===== src/rtl/definitions_pkg.sv =====
// Shared UART receive-path definitions: line rates and the framer state encoding.
package definitions_pkg;

   localparam int unsigned CLOCK_RATE = 50_000_000;
   localparam int unsigned BAUD_RATE  = 115_200;

   typedef enum logic [1:0] {
      IDLE      = 2'd0,
      DATA      = 2'd1,
      STOP      = 2'd2,
      WAIT_IDLE = 2'd3
   } rx_state_e;

endpackage : definitions_pkg


===== src/rtl/uart_rx_framer.sv =====
// UART receive framer: turns synchronized baud sample toggles and line level into
// bytes with a valid/ready handshake, stop-bit checking and an in-frame watchdog.
//
// state     | meaning
// ----------+---------------------------------------------------------------
// IDLE      | waiting for a sample strobe that sees the start bit (line=0)
// DATA      | shifting DATA_BITS data bits in, LSB first
// STOP      | expecting the stop bit (line=1) on the next strobe
// WAIT_IDLE | after a bad stop bit, hold off until a strobe sees line=1
module uart_rx_framer
   import definitions_pkg::*;
#(
   parameter int unsigned DATA_BITS      = 8,
   parameter int unsigned TIMEOUT_CYCLES = 2 * (CLOCK_RATE / BAUD_RATE)
) (
   input  logic                 clk,
   input  logic                 rst_n,
   input  logic                 baud,
   input  logic                 line,
   output logic [DATA_BITS-1:0] rx_data,
   output logic                 rx_valid,
   input  logic                 rx_ready,
   output logic                 frame_err,
   output logic                 overrun,
   output logic                 busy
);

   localparam int unsigned CNT_W  = $clog2(DATA_BITS + 1);
   localparam int unsigned WDOG_W = $clog2(TIMEOUT_CYCLES + 1);

   localparam logic [CNT_W-1:0]  LAST_BIT  = CNT_W'(DATA_BITS - 1);
   localparam logic [CNT_W-1:0]  FULL_CNT  = CNT_W'(DATA_BITS);
   localparam logic [WDOG_W-1:0] WDOG_MAX  = WDOG_W'(TIMEOUT_CYCLES);
   localparam logic [WDOG_W-1:0] WDOG_LAST = WDOG_W'(TIMEOUT_CYCLES - 1);

   if (DATA_BITS < 5 || DATA_BITS > 9 || TIMEOUT_CYCLES < CLOCK_RATE / BAUD_RATE) begin : g_param_check
      $fatal(1, "uart_rx_framer: DATA_BITS must be 5..9 and TIMEOUT_CYCLES at least one bit period");
   end

   rx_state_e            state;
   rx_state_e            state_nxt;
   logic                 baud_q;
   logic                 armed;
   logic                 strobe;
   logic [CNT_W-1:0]     bit_cnt;
   logic [DATA_BITS-1:0] shift_reg;
   logic [WDOG_W-1:0]    wdog;
   logic                 in_frame;
   logic                 start_frame;
   logic                 shift_bit;
   logic                 complete;
   logic                 stop_err;
   logic                 expire;
   logic                 load;

   // armed holds off the first post-reset cycle, where baud_q is still at its reset value
   assign strobe   = armed && (baud != baud_q);
   assign in_frame = (state == DATA) || (state == STOP);
   assign load     = complete && (!rx_valid || rx_ready);

   always_ff @(posedge clk or negedge rst_n) begin
      if (!rst_n) begin
         state <= IDLE;
      end else begin
         state <= state_nxt;
      end
   end

   // A strobe is checked before the watchdog so a sample landing on the expiry cycle wins
   always_comb begin
      state_nxt   = state;
      start_frame = 1'b0;
      shift_bit   = 1'b0;
      complete    = 1'b0;
      stop_err    = 1'b0;
      expire      = 1'b0;
      case (state)
         IDLE: begin
            if (strobe && !line) begin
               state_nxt   = DATA;
               start_frame = 1'b1;
            end
         end
         DATA: begin
            if (strobe) begin
               shift_bit = 1'b1;
               if (bit_cnt == LAST_BIT) begin
                  state_nxt = STOP;
               end
            end else if (wdog == WDOG_LAST) begin
               state_nxt = IDLE;
               expire    = 1'b1;
            end
         end
         STOP: begin
            if (strobe) begin
               if (line) begin
                  state_nxt = IDLE;
                  complete  = 1'b1;
               end else begin
                  state_nxt = WAIT_IDLE;
                  stop_err  = 1'b1;
               end
            end else if (wdog == WDOG_LAST) begin
               state_nxt = IDLE;
               expire    = 1'b1;
            end
         end
         WAIT_IDLE: begin
            if (strobe && line) begin
               state_nxt = IDLE;
            end
         end
         default: begin
            state_nxt = IDLE;
         end
      endcase
   end

   always_ff @(posedge clk or negedge rst_n) begin
      if (!rst_n) begin
         baud_q    <= 1'b0;
         armed     <= 1'b0;
         bit_cnt   <= '0;
         shift_reg <= '0;
         wdog      <= '0;
      end else begin
         baud_q <= baud;
         armed  <= 1'b1;

         if (start_frame) begin
            bit_cnt <= '0;
         end else if (shift_bit && bit_cnt != FULL_CNT) begin
            bit_cnt <= bit_cnt + CNT_W'(1);
         end

         if (shift_bit) begin
            shift_reg <= {line, shift_reg[DATA_BITS-1:1]};
         end

         // wdog reaching WDOG_MAX coincides with the timeout leaving the frame
         if (strobe || start_frame) begin
            wdog <= '0;
         end else if (in_frame && wdog != WDOG_MAX) begin
            wdog <= wdog + WDOG_W'(1);
         end
      end
   end

   always_ff @(posedge clk or negedge rst_n) begin
      if (!rst_n) begin
         rx_data   <= '0;
         rx_valid  <= 1'b0;
         frame_err <= 1'b0;
         overrun   <= 1'b0;
         busy      <= 1'b0;
      end else begin
         frame_err <= stop_err || expire;
         overrun   <= complete && rx_valid && !rx_ready;
         busy      <= (state != IDLE);

         if (load) begin
            rx_data  <= shift_reg;
            rx_valid <= 1'b1;
         end else if (rx_valid && rx_ready) begin
            rx_valid <= 1'b0;
         end
      end
   end

endmodule : uart_rx_framer


===== config.mk =====
export PLATFORM = sky130hd
export DESIGN_NAME = uart_rx_framer
export DESIGN_NICKNAME = d
export VERILOG_FILES = /design/src/rtl/definitions_pkg.sv /design/src/rtl/uart_rx_framer.sv
export SDC_FILE = /design/constraint.sdc
export NUM_CORES = 1
export LEC_CHECK = 0
export ABC_AREA = 1
export BUFFER_PORTS_ARGS = -buffer_cell sky130_fd_sc_hd__buf_2
export CAP_MARGIN = 20
export CORE_UTILIZATION = 53
export CTS_CLUSTER_SIZE = 10
export DETAILED_ROUTE_END_ITERATION = 8
export PLACE_DENSITY = 0.73
export SLEW_MARGIN = 20
export SYNTH_ARGS = -nofsm -noshare
export SYNTH_HDL_FRONTEND = slang
export SYNTH_SLANG_ARGS = --single-unit

===== constraint.sdc =====
create_clock -name clk -period 1.4 [get_ports clk]
set_input_delay 0.28 -clock clk [delete_from_list [all_inputs] [get_ports clk]]
set_output_delay 0.28 -clock clk [all_outputs]
set_load 0.005 [all_outputs]

# Word-level counts from Yosys, hierarchy flattened
# Index checks and enable logic that the tools add are counted.
dict set report classes {
  n_reduce_logical 23
  n_mux 27
  eq_ne 11
  addsub 2
}
# operator n
set op_table {}
lappend op_table {{$mux 10} 2}
lappend op_table {{$mux 1} 15}
lappend op_table {{$mux 2} 7}
lappend op_table {{$add 10x1->10 const B} 1}
lappend op_table {{$eq 10x10->1 const B} 1}
lappend op_table {{$ne 10x10->1 const B} 1}
lappend op_table {{$logic_and 1x1->1} 9}
lappend op_table {{$mux 4} 2}
lappend op_table {{$pmux 2 s4} 1}
lappend op_table {{$reduce_bool 2->1} 4}
lappend op_table {{$add 4x1->4 const B} 1}
lappend op_table {{$eq 2x2->1 const B} 2}
lappend op_table {{$eq 4x3->1 const B} 1}
lappend op_table {{$logic_or 1x1->1} 4}
lappend op_table {{$ne 2x2->1 const B} 2}
lappend op_table {{$ne 4x4->1 const B} 1}
lappend op_table {{$logic_not 1->1} 3}
lappend op_table {{$ne 3x2->1 const B} 1}
lappend op_table {{$reduce_and 3->1} 1}
lappend op_table {{$eq 2x1->1 const B} 1}
lappend op_table {{$logic_not 2->1} 1}
lappend op_table {{$reduce_or 2->1} 1}
lappend op_table {{$ne 1x1->1} 1}
dict set report word_totals {
  elab_cells 74
  ff_bits 38
  out_inout_bits 12
}

# Longest topological paths before layout
dict set report logic_depth {
  depth_word 7
  mapped_depth 10
  depth_no_buf 10
}

# Worst setup path after synthesis
# No wires, ideal clock.
dict set report synth_path {
  path_kind {register to register}
  start {register state[0]}
  end {register wdog[6]}
  synth_period_minus_slack_ns 1.387
  setup_time_ns 0.123
  stages_incl_launch_ff 8
  t_arrival_ns 1.263
  path_slack_ns 0.013
  cell_sequence {dfrtp_1 -> inv_1 -> ha_1 -> inv_1 -> nor3_1 -> nand2_1 -> o21ai_0 -> a21oi_1}
}
dict set report synth_via {
  elab_chain_len 4
  elab_cells_between_ends 9
  cone_classes {eq/ne: 2; mux: 2; reduce/logical: 5}
}
# item line_no
set synth_lines {}
lappend synth_lines {{start, declared} uart_rx_framer.sv:40} ;# rx_state_e state;
lappend synth_lines {{start signal, assigned} uart_rx_framer.sv:65} ;# state <= state_nxt;
lappend synth_lines {{$logic_not 2->1 (tied with other cells)} uart_rx_framer.sv:77} ;# case (state)
lappend synth_lines {{$mux 1 or $logic_or 1x1->1 (tied branches)} {uart_rx_framer.sv:77, uart_rx_framer.sv:58}}
lappend synth_lines {{$logic_or 1x1->1 or $logic_and 1x1->1 (tied branches)} {uart_rx_framer.sv:142, uart_rx_framer.sv:144}}
lappend synth_lines {{$mux 10 or $reduce_bool 2->1 (tied branches)} n/a}
lappend synth_lines {{end signal, assigned} uart_rx_framer.sv:145} ;# wdog <= wdog + WDOG_W'(1);
lappend synth_lines {{end, declared} uart_rx_framer.sv:47} ;# logic [WDOG_W-1:0] wdog;
# Parallel ways exist; a longest one is shown, timed or not.
# A chain may end at the register's enable or synchronous reset.

# Final worst setup path
dict set report layout_path {
  start {register state[0]}
  end {register state[0]}
}
dict set report layout_via {
  elab_chain_len 3
  elab_cells_between_ends 12
  cone_classes {eq/ne: 6; mux: 4; reduce/logical: 2}
}
# item line_no
set layout_lines {}
lappend layout_lines {{$eq 2x1->1 (tied with other cells)} uart_rx_framer.sv:77}
lappend layout_lines {{$ne 3x2->1 (no source line) (tied with other cells)} n/a}
lappend layout_lines {{$reduce_and 3->1 (no source line) or $pmux 2 s4 (tied branches)} n/a}
# Parallel ways exist; a longest one is shown, timed or not.

==> metrics.md <==
| Metric | Value |
|---|---|
| R2R setup slack | `-0.003 ns` |
| Switching power | `1.36 mW` |
| Core Util, Final | `67.9%` |
| Initial antenna violation count | `0` |
| Max reg flops | `10` |
| Leak pwr | `1.15 nW` |
| Sw frac | `39.4%` |
| Number of routed nets with antenna violations | `0` |
| Count of final hold-check violations | `0` |
| Total grt overflow | `0` |
| Clock skew | `0.00540 ns` |
| Vias in the first global route | `1432` |
| Top-area cell type share of the netlist area | `49.6%` |
| Clk pin slew, worst setup/hold paths | `0.12 ns` |
| CTS root buf | `clkbuf_4` |
| DRT Wirelength | `3.94 mm` |
| #FFs+latches synth | `38` |
| Routed wl met2 | `1.95 mm` |
| Num CTS Buffers | `5` |
| Status | `complete, but fails checks` |
| Initial DRC Count | `129` |
| Port Buf Inserts | `16` |
| Most common cell after layout, fill and taps aside | `nand2_1` |
| Diodes inserted | `0` |
| Tot Pwr | `3.46 mW` |
| Met3 routed WL | `130 um` |
| Crit path launch type | `flip-flop` |
| Clock buffer depth | `2` |
| Worst reg2reg path depth | `9` |
| Largest net degree at the start of global routing | `39` |
| Data required, critical path | `1.64 ns` |
| Clock Latency Late Sink | `0.34 ns` |
| Failing checks | `negative setup slack` |
| RePlAce Congestion | `0.873` |
| Hold slack | `0.102 ns` |
| Worst reg2reg endpoint | `state[0]` |
| Die width | `62.1 um` |
| Arr. time, crit path | `1.65 ns` |
| Critical Path Sink | `state[0]` |
| Global-route wire length before repair | `6.27 mm` |
| Fillcell total | `282` |
| Mean Syn Cell Area | `8.26 sq um` |
| Area leader, netlist | `dfrtp_1` |
| Crit path kind | `flip-flop to flip-flop` |
| Setup TNS | `-0.00269 ns` |
| Warnings, synthesis | `0` |
| Share of cells above drive strength 1 | `26.2%` |
| Routed wire length per instance | `12.6 um` |
| Crit path time final | `1.40 ns` |
| Die height | `62.1 um` |
| Synth Instances | `232` |
| Mapped Area | `1920 sq um` |
| Post-synthesis sequential area ratio | `49.6%` |
| HPWL after DPL | `2.53 mm` |
| H-tree depth | `2` |
| Final worst-path cycle share | `100%` |
| Router iterations before antenna repair | `4` |
| CTS tree | `built` |
| Starting Density | `56.6%` |
| All-Layer GR Usage | `20.5%` |
| Vias/cell | `5.10` |
| Crit Path Max Fanout | `3` |
| Syn-to-layout area delta | `20.1%` |
| DP Area | `2090 sq um` |
| MaxCap Viol Count | `0` |
| # setup viols final | `1` |
| I/O pin cnt | `17` |
| Pwr dens | `1500 nW/um^2` |
| Synth cell types | `24` |
| Met1 WL | `1.81 mm` |
| Int Power | `2.10 mW` |
| CP Capture Type | `flip-flop` |
| Max Fclk | `713 MHz` |
| Placed insts | `299` |
| Total vias in the final route | `1596` |
| Most frequent cells in the layout | `nand2_1 (54), dfrtp_1 (37), inv_1 (30)` |
| Fin. max-slew vios | `0` |
| Ranking of synthesized cells by area | `dfrtp_1 (50%), nand2_1 (12%), inv_1 (7.0%), o21ai_0 (5.5%), ha_1 (5.2%)` |
| Layout Nets | `279` |
| Row count | `21` |
| Clock sinks | `38` |
| Core footprint | `3390 sq um` |
| Share of power burned in combinational logic | `39.4%` |
| DR top layer | `met4` |
| RSZ-0062 raised after global routing | `yes` |
| Die area | `3860 sq um` |
| Max VDD drop | `0.816 mV` |
| CP Launch Point | `state[0]` |
| Clock power share | `18.0%` |
| Hold WC Path Type | `input pin to flip-flop` |
| Final Cell Area | `2300 sq um` |
| Pre-CTS WS | `-0.0406 ns` |
| Residual DRC | `0` |
| Worst r2r src | `state[0]` |
| Post-Syn Nets | `245` |
| Final non-filler cell total | `313` |
| Power share of the sequential group | `42.6%` |
| Worst setup margin | `-0.00269 ns` |
==> logic make-up (layout without fill, tap and decap cells) <==
logic type,count (synthesis),after routing,synth area share (%)
buf+inv,41,73,8.68
flops,38,38,49.6
other cells,1,1,0.196
xor+xnor,3,3,1.37
compound gates,34,34,9.14
simple gates,107,110,25.8
fa+ha+maj,8,8,5.22
==> synth_stat cells (all sizes together) <==
library cell and instances:
nand3 20, a21oi 3, o21ai 29, nor3 5, buf 3, nand4 4
dfrtp 38, xor2 3, conb 1, inv 38, o211ai 1, nor2 12
and3 1, a21o 1, nand2 65, ha 8
==> final cells by class <==
class	instances	area [sq um]	share of cell area, %
sequential	38	952	41.4
tap	46	57.6	2.50
multi-input combinational	156	916	39.8
timing repair buffer	27	165	7.17
inverter	38	148	6.41
clock inverter	2	12.5	0.543
clock buffer	6	51.3	2.23
==> worst min path at each step <==
stage / cells after the start / to / from / slack [ns]
2_1_floorplan: 0 / armed / rst_n / -0.02
3_3_place_gp: 2 / rx_data[0] / rst_n / 0.36
3_5_place_dp: 2 / rx_data[0] / rst_n / 0.36
4_1_cts: 1 / baud_q / baud / 0.07
5_1_grt: 1 / baud_q / baud / 0.08
6_report: 1 / baud_q / baud / 0.10
==> critical path: stages, from the launching register on <==
cell     delay (ns)
dfrtp_1        0.40
buf_4          0.14
buf_4          0.13
ha_1           0.19
nand2_2        0.08
nand2_1        0.07
nor2_2         0.12
nand2_1        0.06
nand2_1        0.06
nand2_1        0.05
==> power by group through the flow <==
| stage | Clock (mW) | Combinational (mW) | Sequential, mW |
|---|---|---|---|
| global placement | 0 | 1.11 | 1.48 |
| finish | 0.623 | 1.37 | 1.47 |
| floorplan | 0 | 0.758 | 1.48 |
| detailed placement | 0 | 1.14 | 1.49 |
| global route | 0.683 | 1.55 | 1.51 |
| CTS | 0.627 | 1.20 | 1.46 |
==> metal layers <==
metal	up-vias	track usage, %
met5	-	0
met4	0	7.85
met3	4	3.86
met2	33	32.3
met1	747	28.1
li1	812	-
==> timing repair <==
action,4_1_cts,5_1_grt
pin swaps,1,16
setup endpoints to repair,5,29
hold endpoints to repair,38,0
hold buffers,1,0
setup buffers,2,0
gates cloned,0,3
gates resized for setup,2,34
(Power assumes the default switching activity.)
